===== config.mk =====
export PLATFORM = sky130hd
export DESIGN_NAME = alu_cmd_sequencer
export DESIGN_NICKNAME = d
export VERILOG_FILES = /design/src/rtl/alu_seq_pkg.sv /design/src/rtl/rst_sync.sv /design/src/rtl/alu_cmd_sequencer.sv
export SDC_FILE = /design/constraint.sdc
export NUM_CORES = 1
export LEC_CHECK = 0
export CAP_MARGIN = 20
export CORE_UTILIZATION = 35
export CTS_CLUSTER_SIZE = 16
export DETAILED_ROUTE_END_ITERATION = 8
export DONT_BUFFER_PORTS = 1
export GPL_TIMING_DRIVEN = 0
export HOLD_SLACK_MARGIN = 0.15
export SLEW_MARGIN = 20
export SYNTH_ARGS = -nofsm -noshare
export SYNTH_HDL_FRONTEND = slang
export SYNTH_SLANG_ARGS = --single-unit

===== constraint.sdc =====
create_clock -name clk -period 3.7 [get_ports clk]
set_input_delay 0.37 -clock clk [delete_from_list [all_inputs] [get_ports clk]]
set_output_delay 0.37 -clock clk [all_outputs]
set_load 0.01 [all_outputs]

===== src/rtl/alu_seq_pkg.sv =====
`default_nettype none
// ============================================================================
// Module      : alu_seq_pkg
// Description : Shared types for the ALU command sequencer: FSM state
//               encoding, ALU select width and command/response records.
// Revision    : 1.0 - initial release
// ============================================================================
package alu_seq_pkg;

    // ALU select width and the default datapath/tag widths of the records
    localparam int c_ALU_SEL_W = 2;
    localparam int c_DEF_WIDTH = 32;
    localparam int c_DEF_TAG_W = 4;

    // Sequencer state encoding
    typedef enum logic [1:0] {
        IDLE = 2'd0,
        WAIT = 2'd1,
        RESP = 2'd2
    } state_t;

    // Command as presented on the request channel
    typedef struct packed {
        logic [c_DEF_WIDTH-1:0] a;
        logic [c_DEF_WIDTH-1:0] b;
        logic [c_ALU_SEL_W-1:0] sel;
        logic [c_DEF_TAG_W-1:0] tag;
    } cmd_t;

    // Response as returned on the response channel
    typedef struct packed {
        logic [c_DEF_WIDTH-1:0] data;
        logic [c_DEF_TAG_W-1:0] tag;
    } rsp_t;

endpackage
`default_nettype wire


===== src/rtl/rst_sync.sv =====
`default_nettype none
// ============================================================================
// Module      : rst_sync
// Description : Two-flop reset synchroniser. Assertion is asynchronous and
//               immediate; deassertion is released after two clock edges.
// Revision    : 1.0 - initial release
// ============================================================================
module rst_sync (
    input  logic clk,
    input  logic i_arst_n,
    output logic o_rst_n
);

    logic r_meta;
    logic r_sync;

    // Shift a one through two flops after the async reset lifts
    always_ff @(posedge clk or negedge i_arst_n) begin
        if (!i_arst_n) begin
            r_meta <= 1'b0;
            r_sync <= 1'b0;
        end else begin
            r_meta <= 1'b1;
            r_sync <= r_meta;
        end
    end

    assign o_rst_n = r_sync;

endmodule
`default_nettype wire


===== src/rtl/alu_cmd_sequencer.sv =====
`default_nettype none
// ============================================================================
// Module      : alu_cmd_sequencer
// Description : Drives one command at a time into a registered ALU, waits its
//               fixed latency, and returns the captured result with the tag
//               on a valid/ready response channel.
// Revision    : 1.0 - initial release
// ============================================================================
module alu_cmd_sequencer
    import alu_seq_pkg::*;
#(
    parameter int WIDTH   = c_DEF_WIDTH,
    parameter int SEL_W   = c_ALU_SEL_W,
    parameter int ALU_LAT = 1,
    parameter int TAG_W   = c_DEF_TAG_W,
    parameter int CNT_W   = 16
) (
    input  logic             clk,
    input  logic             reset,
    input  logic             cmd_valid,
    output logic             cmd_ready,
    input  logic [WIDTH-1:0] cmd_a,
    input  logic [WIDTH-1:0] cmd_b,
    input  logic [SEL_W-1:0] cmd_sel,
    input  logic [TAG_W-1:0] cmd_tag,
    output logic [WIDTH-1:0] alu_a,
    output logic [WIDTH-1:0] alu_b,
    output logic [SEL_W-1:0] alu_sel,
    input  logic [WIDTH-1:0] alu_out,
    output logic             rsp_valid,
    input  logic             rsp_ready,
    output logic [WIDTH-1:0] rsp_data,
    output logic [TAG_W-1:0] rsp_tag,
    output logic             busy,
    output logic [CNT_W-1:0] done_count
);

    // Counter must be able to hold ALU_LAT
    localparam int c_LAT_W = (ALU_LAT < 1) ? 1 : $clog2(ALU_LAT + 1);

    logic               w_rst_n;
    state_t             r_state;
    state_t             w_next_state;
    logic [c_LAT_W-1:0] r_lat_cnt;
    logic [WIDTH-1:0]   r_alu_a;
    logic [WIDTH-1:0]   r_alu_b;
    logic [SEL_W-1:0]   r_alu_sel;
    logic [TAG_W-1:0]   r_cmd_tag;
    logic [WIDTH-1:0]   r_rsp_data;
    logic [TAG_W-1:0]   r_rsp_tag;
    logic [CNT_W-1:0]   r_done_count;
    logic               w_accept;
    logic               w_capture;
    logic               w_retire;

    rst_sync u_rst_sync (
        .clk      (clk),
        .i_arst_n (reset),
        .o_rst_n  (w_rst_n)
    );

    assign w_accept  = cmd_valid && (r_state == IDLE);
    assign w_capture = (r_state == WAIT) && (r_lat_cnt == '0);
    assign w_retire  = (r_state == RESP) && rsp_ready;

    // State register
    always_ff @(posedge clk or negedge w_rst_n) begin
        if (!w_rst_n) begin
            r_state <= IDLE;
        end else begin
            r_state <= w_next_state;
        end
    end

    // Next-state: one outstanding command, IDLE -> WAIT -> RESP -> IDLE
    always_comb begin
        w_next_state = r_state;
        case (r_state)
            IDLE:    if (w_accept)  w_next_state = WAIT;
            WAIT:    if (w_capture) w_next_state = RESP;
            RESP:    if (w_retire)  w_next_state = IDLE;
            default: w_next_state = IDLE;
        endcase
    end

    // Handshake and status outputs decoded from state
    always_comb begin
        cmd_ready = (r_state == IDLE);
        busy      = (r_state != IDLE);
        rsp_valid = (r_state == RESP);
    end

    // Datapath: operands only move on accept so the ALU sees stable inputs
    always_ff @(posedge clk or negedge w_rst_n) begin
        if (!w_rst_n) begin
            r_alu_a      <= '0;
            r_alu_b      <= '0;
            r_alu_sel    <= '0;
            r_cmd_tag    <= '0;
            r_lat_cnt    <= '0;
            r_rsp_data   <= '0;
            r_rsp_tag    <= '0;
            r_done_count <= '0;
        end else begin
            if (w_accept) begin
                r_alu_a   <= cmd_a;
                r_alu_b   <= cmd_b;
                r_alu_sel <= cmd_sel;
                r_cmd_tag <= cmd_tag;
                r_lat_cnt <= c_LAT_W'(ALU_LAT);
            end
            if ((r_state == WAIT) && (r_lat_cnt != '0)) begin
                r_lat_cnt <= r_lat_cnt - c_LAT_W'(1);
            end
            if (w_capture) begin
                r_rsp_data <= alu_out;
                r_rsp_tag  <= r_cmd_tag;
            end
            if (w_retire) begin
                r_done_count <= r_done_count + CNT_W'(1);
            end
        end
    end

    assign alu_a      = r_alu_a;
    assign alu_b      = r_alu_b;
    assign alu_sel    = r_alu_sel;
    assign rsp_data   = r_rsp_data;
    assign rsp_tag    = r_rsp_tag;
    assign done_count = r_done_count;

endmodule
`default_nettype wire


==> results of run 1 <==
## synthesized netlist by cell type
| library cell | n |
|---|---|
| dfrtp_1 | 127 |
| mux2_4 | 70 |
| mux2_2 | 36 |
| xnor2_1 | 11 |
| buf_12 | 8 |
| nand2_1 | 7 |
| nand4_1 | 5 |
| inv_1 | 4 |
| nor2_1 | 4 |
| xor2_1 | 4 |
| buf_4 | 3 |
| a21oi_1 | 2 |
| and4_1 | 2 |
| nand3_1 | 2 |
| nor3b_2 | 2 |
| a21o_1 | 1 |
| and2_4 | 1 |
| and3b_2 | 1 |
| buf_2 | 1 |
| conb_1 | 1 |
| ha_1 | 1 |
| inv_2 | 1 |
| mux2i_1 | 1 |
| nand2b_1 | 1 |
| nand3b_1 | 1 |
| nand4_2 | 1 |
| nor2_2 | 1 |
| nor3_1 | 1 |
| nor4b_2 | 1 |
| or2_4 | 1 |
## kinds of logic after synthesis
family,after synthesis
other,1
muxes,107
and+or+nand+nor,31
DFF,127
adders and majority gates,1
buffers and inverters,17
xor gates and xnor gates,15
AOI/OAI and AO/OA,3
## stage by stage
stage          hold WS [ps]  utilization  instance area [um^2]  worst slack [ps]
2_1_floorplan          74.4            -                  5220              1580
3_3_place_gp           74.5        0.375                  5450               930
3_5_place_dp           74.6        0.379                  5510              1960
==> flow_metrics.py, run 1 <==
metrics = {
    "status": {
        "status": "aborted with a tool error",
        "stop_stage": "clock tree synthesis (4_1_cts)",
        "first-error": "[ERROR RSZ-0060] Max buffer count reached.",
    },
    "place": {
        "numPortBuffers": 0,
        "gp_congestion": 0.677,
        "post-place-cells": 488,
        "dpl.hpwl_mm": 6.97,
    },
    "synthesis": {
        "yosys.area_share.simple": 0.0393,
        "yosysSeqAreaShare": 0.609,
        "ys_top_cells_by_area": "dfrtp_1 (61%), mux2_4 (20%), mux2_2 (7.8%)",
        "synth_xor_area_frac": 0.0252,
        "synth_top_cell_by_area": "dfrtp_1",
        "synth_compound_area_frac": 0.00335,
        "yosys.area_share.adder": 0.00240,
        "synth_top_family_by_area": "multiplexers",
        "syn_area_per_cell_um2": 17.3,
        "syn_area_mm2": 0.00522,
        "synthMuxAreaShare": 0.281,
        "synth_seq_cells": 127,
        "synth_top_area_frac": 0.609,
        "ys_types": 30,
        "synth_warnings": 0,
        "synthCells": 302,
        "synth_nets": 409,
    },
    "floorplanning": {
        "die_w_um": 124,
        "start_util": 0.359,
        "io_pins": 227,
        "fp.dieH_um": 124,
        "rows": 44,
    },
    "clock_network": {
        "cts_made_buffers": 17,
        "root_buffer": "clkbuf_16",
        "h-tree-depth": 4,
        "post_cts_buffers": 0,
        "clock_path_buffers": 2,
        "hold_buffers": 105,
        "clock-sinks": 127,
        "cts_resized": 0,
    },
}
==> inputs of run 2 (changes only) <==
- CORE_UTILIZATION: 35 -> 20
- CTS_CLUSTER_SIZE: 16 -> default
- HOLD_SLACK_MARGIN: 0.15 -> default
- PLACE_DENSITY_LB_ADDON: default -> 0.15
- clock period: 3.7 -> 4.8 ns (I/O delays scaled with it)
==> flow_metrics.py, run 2 <==
metrics = {
    "floorplanning": {
        "coreArea_mm2": 0.0254,
        "start_util": 0.206,
        "rows": 58,
        "die_w_um": 164,
        "io_pins": 227,
        "fp.dieH_um": 164,
        "die_area_mm2": 0.0268,
    },
    "synthesis": {
        "ys_types": 30,
        "syn_area_mm2": 0.00522,
        "synth_compound_area_frac": 0.00335,
        "synth_top_area_frac": 0.609,
        "synth_warnings": 0,
        "yosysSeqAreaShare": 0.609,
        "synth_top_cell_by_area": "dfrtp_1",
        "synth_ff_type": "dfrtp_1",
        "ys_top_cells_by_count": "dfrtp_1 (127), mux2_4 (70), mux2_2 (36)",
        "async_reset_ff_frac": 1.00,
        "synthMuxAreaShare": 0.281,
        "syn_area_per_cell_um2": 17.3,
        "synth_xor_area_frac": 0.0252,
        "yosys.area_share.simple": 0.0393,
        "synth_top_family_by_area": "multiplexers",
        "yosys.cell_count.top_type": "dfrtp_1",
        "ys_top_cells_by_area": "dfrtp_1 (61%), mux2_4 (20%), mux2_2 (7.8%)",
        "synth_seq_cells": 127,
        "synth_nets": 409,
        "yosys.area_share.adder": 0.00240,
        "synth_edf_count": 0,
        "synthCells": 302,
    },
    "worst_setup_path": {
        "slowest_delay_ps": 440,
        "crit_type": "reg2reg",
        "cp-start-kind": "register",
        "cp_cell_sequence": "or2_4 -> inv_2 -> and2_4 -> buf_12 -> buf_12 -> mux2_4",
        "crit_slowest_cell": "dfrtp_1",
        "crit_fanout": 10,
        "crit_top_cell": "buf_12",
        "crit_required_ps": 5080,
        "cp_data_arrival_time_ps": 2050,
        "cp-end-kind": "register",
    },
    "cells_and_area": {
        "mostFrequentLayoutCell": "dfrtp_1",
        "multi_input_area_mm2": 0.00184,
        "synthToLayoutAreaGrowth_pct": 21.5,
        "final_cells": 667,
        "fillers": 2646,
        "diodes": 0,
        "final_cell_mix": "dfrtp_1 (126), mux2_4 (70), mux2_2 (36)",
        "final_util": 0.250,
        "nNetsFinal": 431,
        "layout-drive-gt1-share": 0.481,
        "regArea_mm2": 0.00318,
    },
    "status": {
        "status": "finished, final reports clean",
    },
    "power_and_ir_drop": {
        "switching_share": 0.313,
        "p_switching_mw": 1.49,
        "clock_power_share": 0.296,
        "p_int_mw": 3.26,
        "comb_power_share": 0.247,
        "p_per_area_mw_per_mm2": 749,
        "p_leak_nw": 2.77,
        "irDropWorstVdd_v": 0.000242,
        "seqPwrFrac": 0.458,
    },
    "global_routing": {
        "grt_remaining_overflow": 0,
        "first_global_vias": 2732,
        "antenna_found_initial": 0,
        "track_usage": 0.0873,
        "grt_first_pass_wirelength_mm": 17.1,
        "grt_max_degree": 54,
    },
    "sta": {
        "rsz0062_at_grt": "no",
        "holdWs_ps": 213,
        "fin_worst_skew_ps": 7.90,
        "finalSetupViolCount": 0,
        "period_minus_slack_ps": 1770,
        "period_share": 0.368,
        "finalHoldViolCount": 0,
        "slew_violations": 0,
        "max_freq_ghz": 0.566,
    },
    "detailed_routing": {
        "drt_iter0_drc": 105,
        "wl_per_cell_um": 17.5,
        "antenna_left": 0,
        "post-route-drc-count": 0,
        "vias_per_cell": 3.73,
        "via_count": 2491,
        "drt_wl_total_mm": 11.7,
        "first_pass_iters": 4,
    },
    "clock_network": {
        "clock-sinks": 127,
        "cts_resized": 0,
        "cts_tree": "built",
        "clock_latency_ps": 410,
        "root_buffer": "clkbuf_16",
        "clk_pin_slew_ps": 60,
        "cts_made_buffers": 17,
        "h-tree-depth": 4,
        "clock_path_buffers": 2,
    },
    "min_path": {
        "hp-class": "in2reg",
    },
    "job": {
        "maxCapViolations": 0,
    },
    "place": {
        "numPortBuffers": 0,
        "dpl.hpwl_mm": 8.23,
        "gp_congestion": 0.720,
        "post-place-cells": 634,
    },
}
-- run 2: cell counts after synthesis --
Identical to the previous run, type by type.
-- run 2: layout make-up --
| class | count | share of cell area |
|---|---|---|
| Clock buffer | 19 | 0.0714 |
| Multi-Input combinational cell | 158 | 0.290 |
| Timing Repair Buffer | 3 | 0.0103 |
| Inverter | 5 | 0.00296 |
| Tap cell | 330 | 0.0651 |
| Buffer | 12 | 0.0296 |
| Clock inverter | 13 | 0.0296 |
| Sequential cell | 127 | 0.502 |
-- run 2: cell families (layout without fill, tap and decap cells) --
logic type,Yosys count,count (layout)
buf+inv,17,52
mux,107,107
flops,127,127
compound gates,3,3
xor+xnor,15,15
simple gates,31,31
fa+ha+maj,1,1
other cells,1,1
-- run 2: metal layers --
| metal | global-route usage | share of wire |
|---|---|---|
| met3 | 0.0439 | 0.10 |
| met5 | 0 | 0 |
| met4 | 0.0303 | 0.010 |
| met1 | 0.0971 | 0.40 |
| met2 | 0.143 | 0.49 |
-- run 2: what timing repair did --
action,in CTS,in global routing
hold buffers,1,0
endpoints found under the hold margin,2,0
buffers inserted,0,0
-- run 2: worst max-delay path, delay by kind of cell, from the launching register on --
family	cells	cell delay [ps]
buf+inv	3	420
flops	1	440
mux	1	310
simple gates	2	460
-- run 2: power groups by stage --
| stage | clock network [mW] | registers, mW | logic (mW) |
|---|---|---|---|
| finish | 1.40 | 2.17 | 1.17 |
| global route | 1.51 | 2.25 | 1.26 |
| CTS | 1.46 | 2.19 | 1.20 |
| detailed placement | 0 | 2.20 | 1.19 |
| global placement | 0 | 2.23 | 1.14 |
| floorplan | 0 | 2.07 | 1.04 |
-- run 2: path summary, 6_finish.rpt --
| path | cells past startpoint | startpoint | to | slack, ps |
|---|---|---|---|---|
| worst min register to register | 0 | u_rst_sync.o_rst_n$_DFF_PN0_ | alu_sel[1]$_DFFE_PN0P_ | 290 |
| min in group asynchronous | 0 | u_rst_sync.o_rst_n$_DFF_PN0_ | alu_sel[1]$_DFFE_PN0P_ | 290 |
| max in group asynchronous | 1 | u_rst_sync.o_rst_n$_DFF_PN0_ | alu_a[25]$_DFFE_PN0P_ | 3870 |
| worst max-delay path | 6 | r_state[1]$_DFFE_PN0P_ | alu_b[1]$_DFFE_PN0P_ | 3030 |
| worst max register to register | 6 | r_state[1]$_DFFE_PN0P_ | alu_b[1]$_DFFE_PN0P_ | 3030 |
| worst min-delay path | 1 | cmd_b[28] | alu_b[28]$_DFFE_PN0P_ | 210 |
-- run 2: stage by stage --
stage / power, mW / area, um^2 / setup slack [ps] / setup TNS, ps
after floorplan: 3.10 / 5220 / 1000 / 0
after global placement: 3.37 / 5630 / -737 / -90470
after detailed placement: 3.39 / 5690 / 3040 / 0
after CTS: 4.86 / 6340 / 3020 / 0
after global routing: 5.02 / 6340 / 2960 / 0
final: 4.75 / 6340 / 3030 / 0
Note: power is estimated with default switching activity, not from simulation.
==> inputs of run 3 (changes only) <==
- clock period: 4.8 -> 1.8 ns (I/O delays scaled with it)
==> flow_metrics.py, run 3 (same netlist as run 2, synthesis figures left out) <==
metrics = {
    "sta": {
        "period_share": 0.962,
        "finalHoldViolCount": 0,
        "slew_violations": 0,
        "holdWs_ps": 40.5,
        "max_freq_ghz": 0.578,
        "finalSetupViolCount": 0,
        "rsz0062_at_grt": "no",
        "period_minus_slack_ps": 1730,
        "finalWorstSetupSlack_ps": 69.1,
        "fin_worst_skew_ps": 11.2,
    },
    "min_path": {
        "holdPathStages": 2,
        "hold_end": "done_count[0]$_DFFE_PN0P_",
        "hp-class": "in2reg",
        "min_from": "rsp_ready",
    },
    "status": {
        "status": "finished, final reports clean",
    },
    "floorplanning": {
        "die_w_um": 164,
        "die_area_mm2": 0.0268,
        "io_pins": 227,
        "rows": 58,
        "start_util": 0.206,
        "coreArea_mm2": 0.0254,
        "fp.dieH_um": 164,
    },
    "power_and_ir_drop": {
        "p_per_area_mw_per_mm2": 1720,
        "p_leak_nw": 3.18,
        "comb_power_share": 0.263,
        "irDropWorstVdd_v": 0.000566,
        "p_int_mw": 8.66,
        "p_switching_mw": 4.00,
        "seqPwrFrac": 0.461,
        "clock_power_share": 0.276,
        "switching_share": 0.316,
    },
    "clock_network": {
        "clock_path_buffers": 2,
        "post_cts_buffers": 0,
        "root_buffer": "clkbuf_16",
        "h-tree-depth": 4,
        "clock-sinks": 127,
        "cts_made_buffers": 17,
        "clk_pin_slew_ps": 60,
        "clock_latency_ps": 410,
        "cts_tree": "built",
    },
    "worst_setup_path": {
        "cp_data_arrival_time_ps": 2010,
        "r2r-end": "alu_a[6]$_DFFE_PN0P_",
        "cp_cell_sequence": "or2_4 -> inv_2 -> and2_4 -> buf_12 -> buf_12 -> mux2_4",
        "crit_fanout": 10,
        "r2r_slack_ps": 70,
        "cp-end-kind": "register",
        "r2r-start": "r_state[1]$_DFFE_PN0P_",
        "rr_worst_depth": 6,
        "slowest_delay_ps": 440,
        "crit_required_ps": 2080,
        "path_buf_inv": 3,
        "crit_top_cell": "buf_12",
        "crit_family": "simple AND/OR/NAND/NOR gates",
        "crit_slowest_cell": "dfrtp_2",
        "cp-startpoint": "r_state[1]$_DFFE_PN0P_",
        "cp-start-kind": "register",
        "crit_type": "reg2reg",
        "crit_cells": 6,
    },
    "detailed_routing": {
        "wl_per_cell_um": 16.2,
        "vias_per_cell": 3.82,
        "drt_iter0_drc": 92,
        "met1_length_mm": 5.09,
        "via_count": 2942,
        "dr.max_layer_used": "met4",
        "first_pass_iters": 4,
        "wl_met3_mm": 1.13,
        "antenna_left": 0,
        "drt_wl_total_mm": 12.5,
        "route.met2.wl_mm": 6.12,
        "post-route-drc-count": 0,
    },
    "cells_and_area": {
        "layout-drive-gt1-share": 0.366,
        "final_cell_mix": "dfrtp_1 (124), dlygate4sd3_1 (106), mux2_4 (70)",
        "nNetsFinal": 536,
        "mostFrequentLayoutCell": "dfrtp_1",
        "diodes": 0,
        "synthToLayoutAreaGrowth_pct": 40.7,
        "final_util": 0.289,
        "final_area_mm2": 0.00734,
    },
    "place": {
        "dpl.hpwl_mm": 8.38,
        "numPortBuffers": 0,
        "place_area_mm2": 0.00569,
        "dpl_worst_slack_ps": 29.2,
        "gp_congestion": 0.675,
    },
    "global_routing": {
        "track_usage": 0.0923,
        "first_global_vias": 3298,
        "grt_first_pass_wirelength_mm": 18.6,
        "grt_remaining_overflow": 0,
        "grt_max_degree": 57,
        "antenna_found_initial": 0,
    },
    "job": {
        "maxCapViolations": 0,
    },
}
## run 3: metrics by stage
stage                     setup TNS (ps)  power (mW)  std cells
after global routing                   0        13.4        770
after floorplan                        0        8.27        302
final                                  0        12.7        770
after detailed placement               0        9.09        634
after global placement             -7030        8.98        632
after CTS                              0        12.9        770
## run 3: power groups by stage
stage	clock [mW]	sequential (mW)	combinational, mW
floorplan	0	5.51	2.76
global placement	0	5.95	3.03
detailed placement	0	5.88	3.21
CTS	3.64	5.86	3.41
global route	3.76	6.01	3.61
finish	3.49	5.83	3.33
## run 3: repair_timing
action	in CTS	in global routing
hold buffers	106	0
gates resized for setup	0	3
endpoints found under the hold margin	107	0
setup endpoints to repair	0	28
## run 3: area by class of cell
| class | count | area, um^2 |
|---|---|---|
| timing repair buffer | 108 | 1120 |
| multi-input combinational | 158 | 1840 |
| buffer | 12 | 190 |
| clock inverter | 11 | 143 |
| sequential | 127 | 3180 |
| inverter | 5 | 18.8 |
| fill | 2585 | 18100 |
| tap | 330 | 413 |
| clock buffer | 19 | 443 |
## run 3: worst max path at each step
stage	to	slack (ps)
floorplan	alu_a[0]$_DFFE_PN0P_	200
global placement	alu_b[13]$_DFFE_PN0P_	-70
detailed placement	rsp_data[3]$_DFFE_PN0P_	30
CTS	rsp_data[3]$_DFFE_PN0P_	30
global route	alu_b[29]$_DFFE_PN0P_	3
finish	alu_a[6]$_DFFE_PN0P_	70
## run 3: metal layers
layer,global-route usage,up-vias
met5,0,-
met4,0.0307,0
met3,0.0399,8
met2,0.154,136
met1,0.106,1495
li1,-,1303
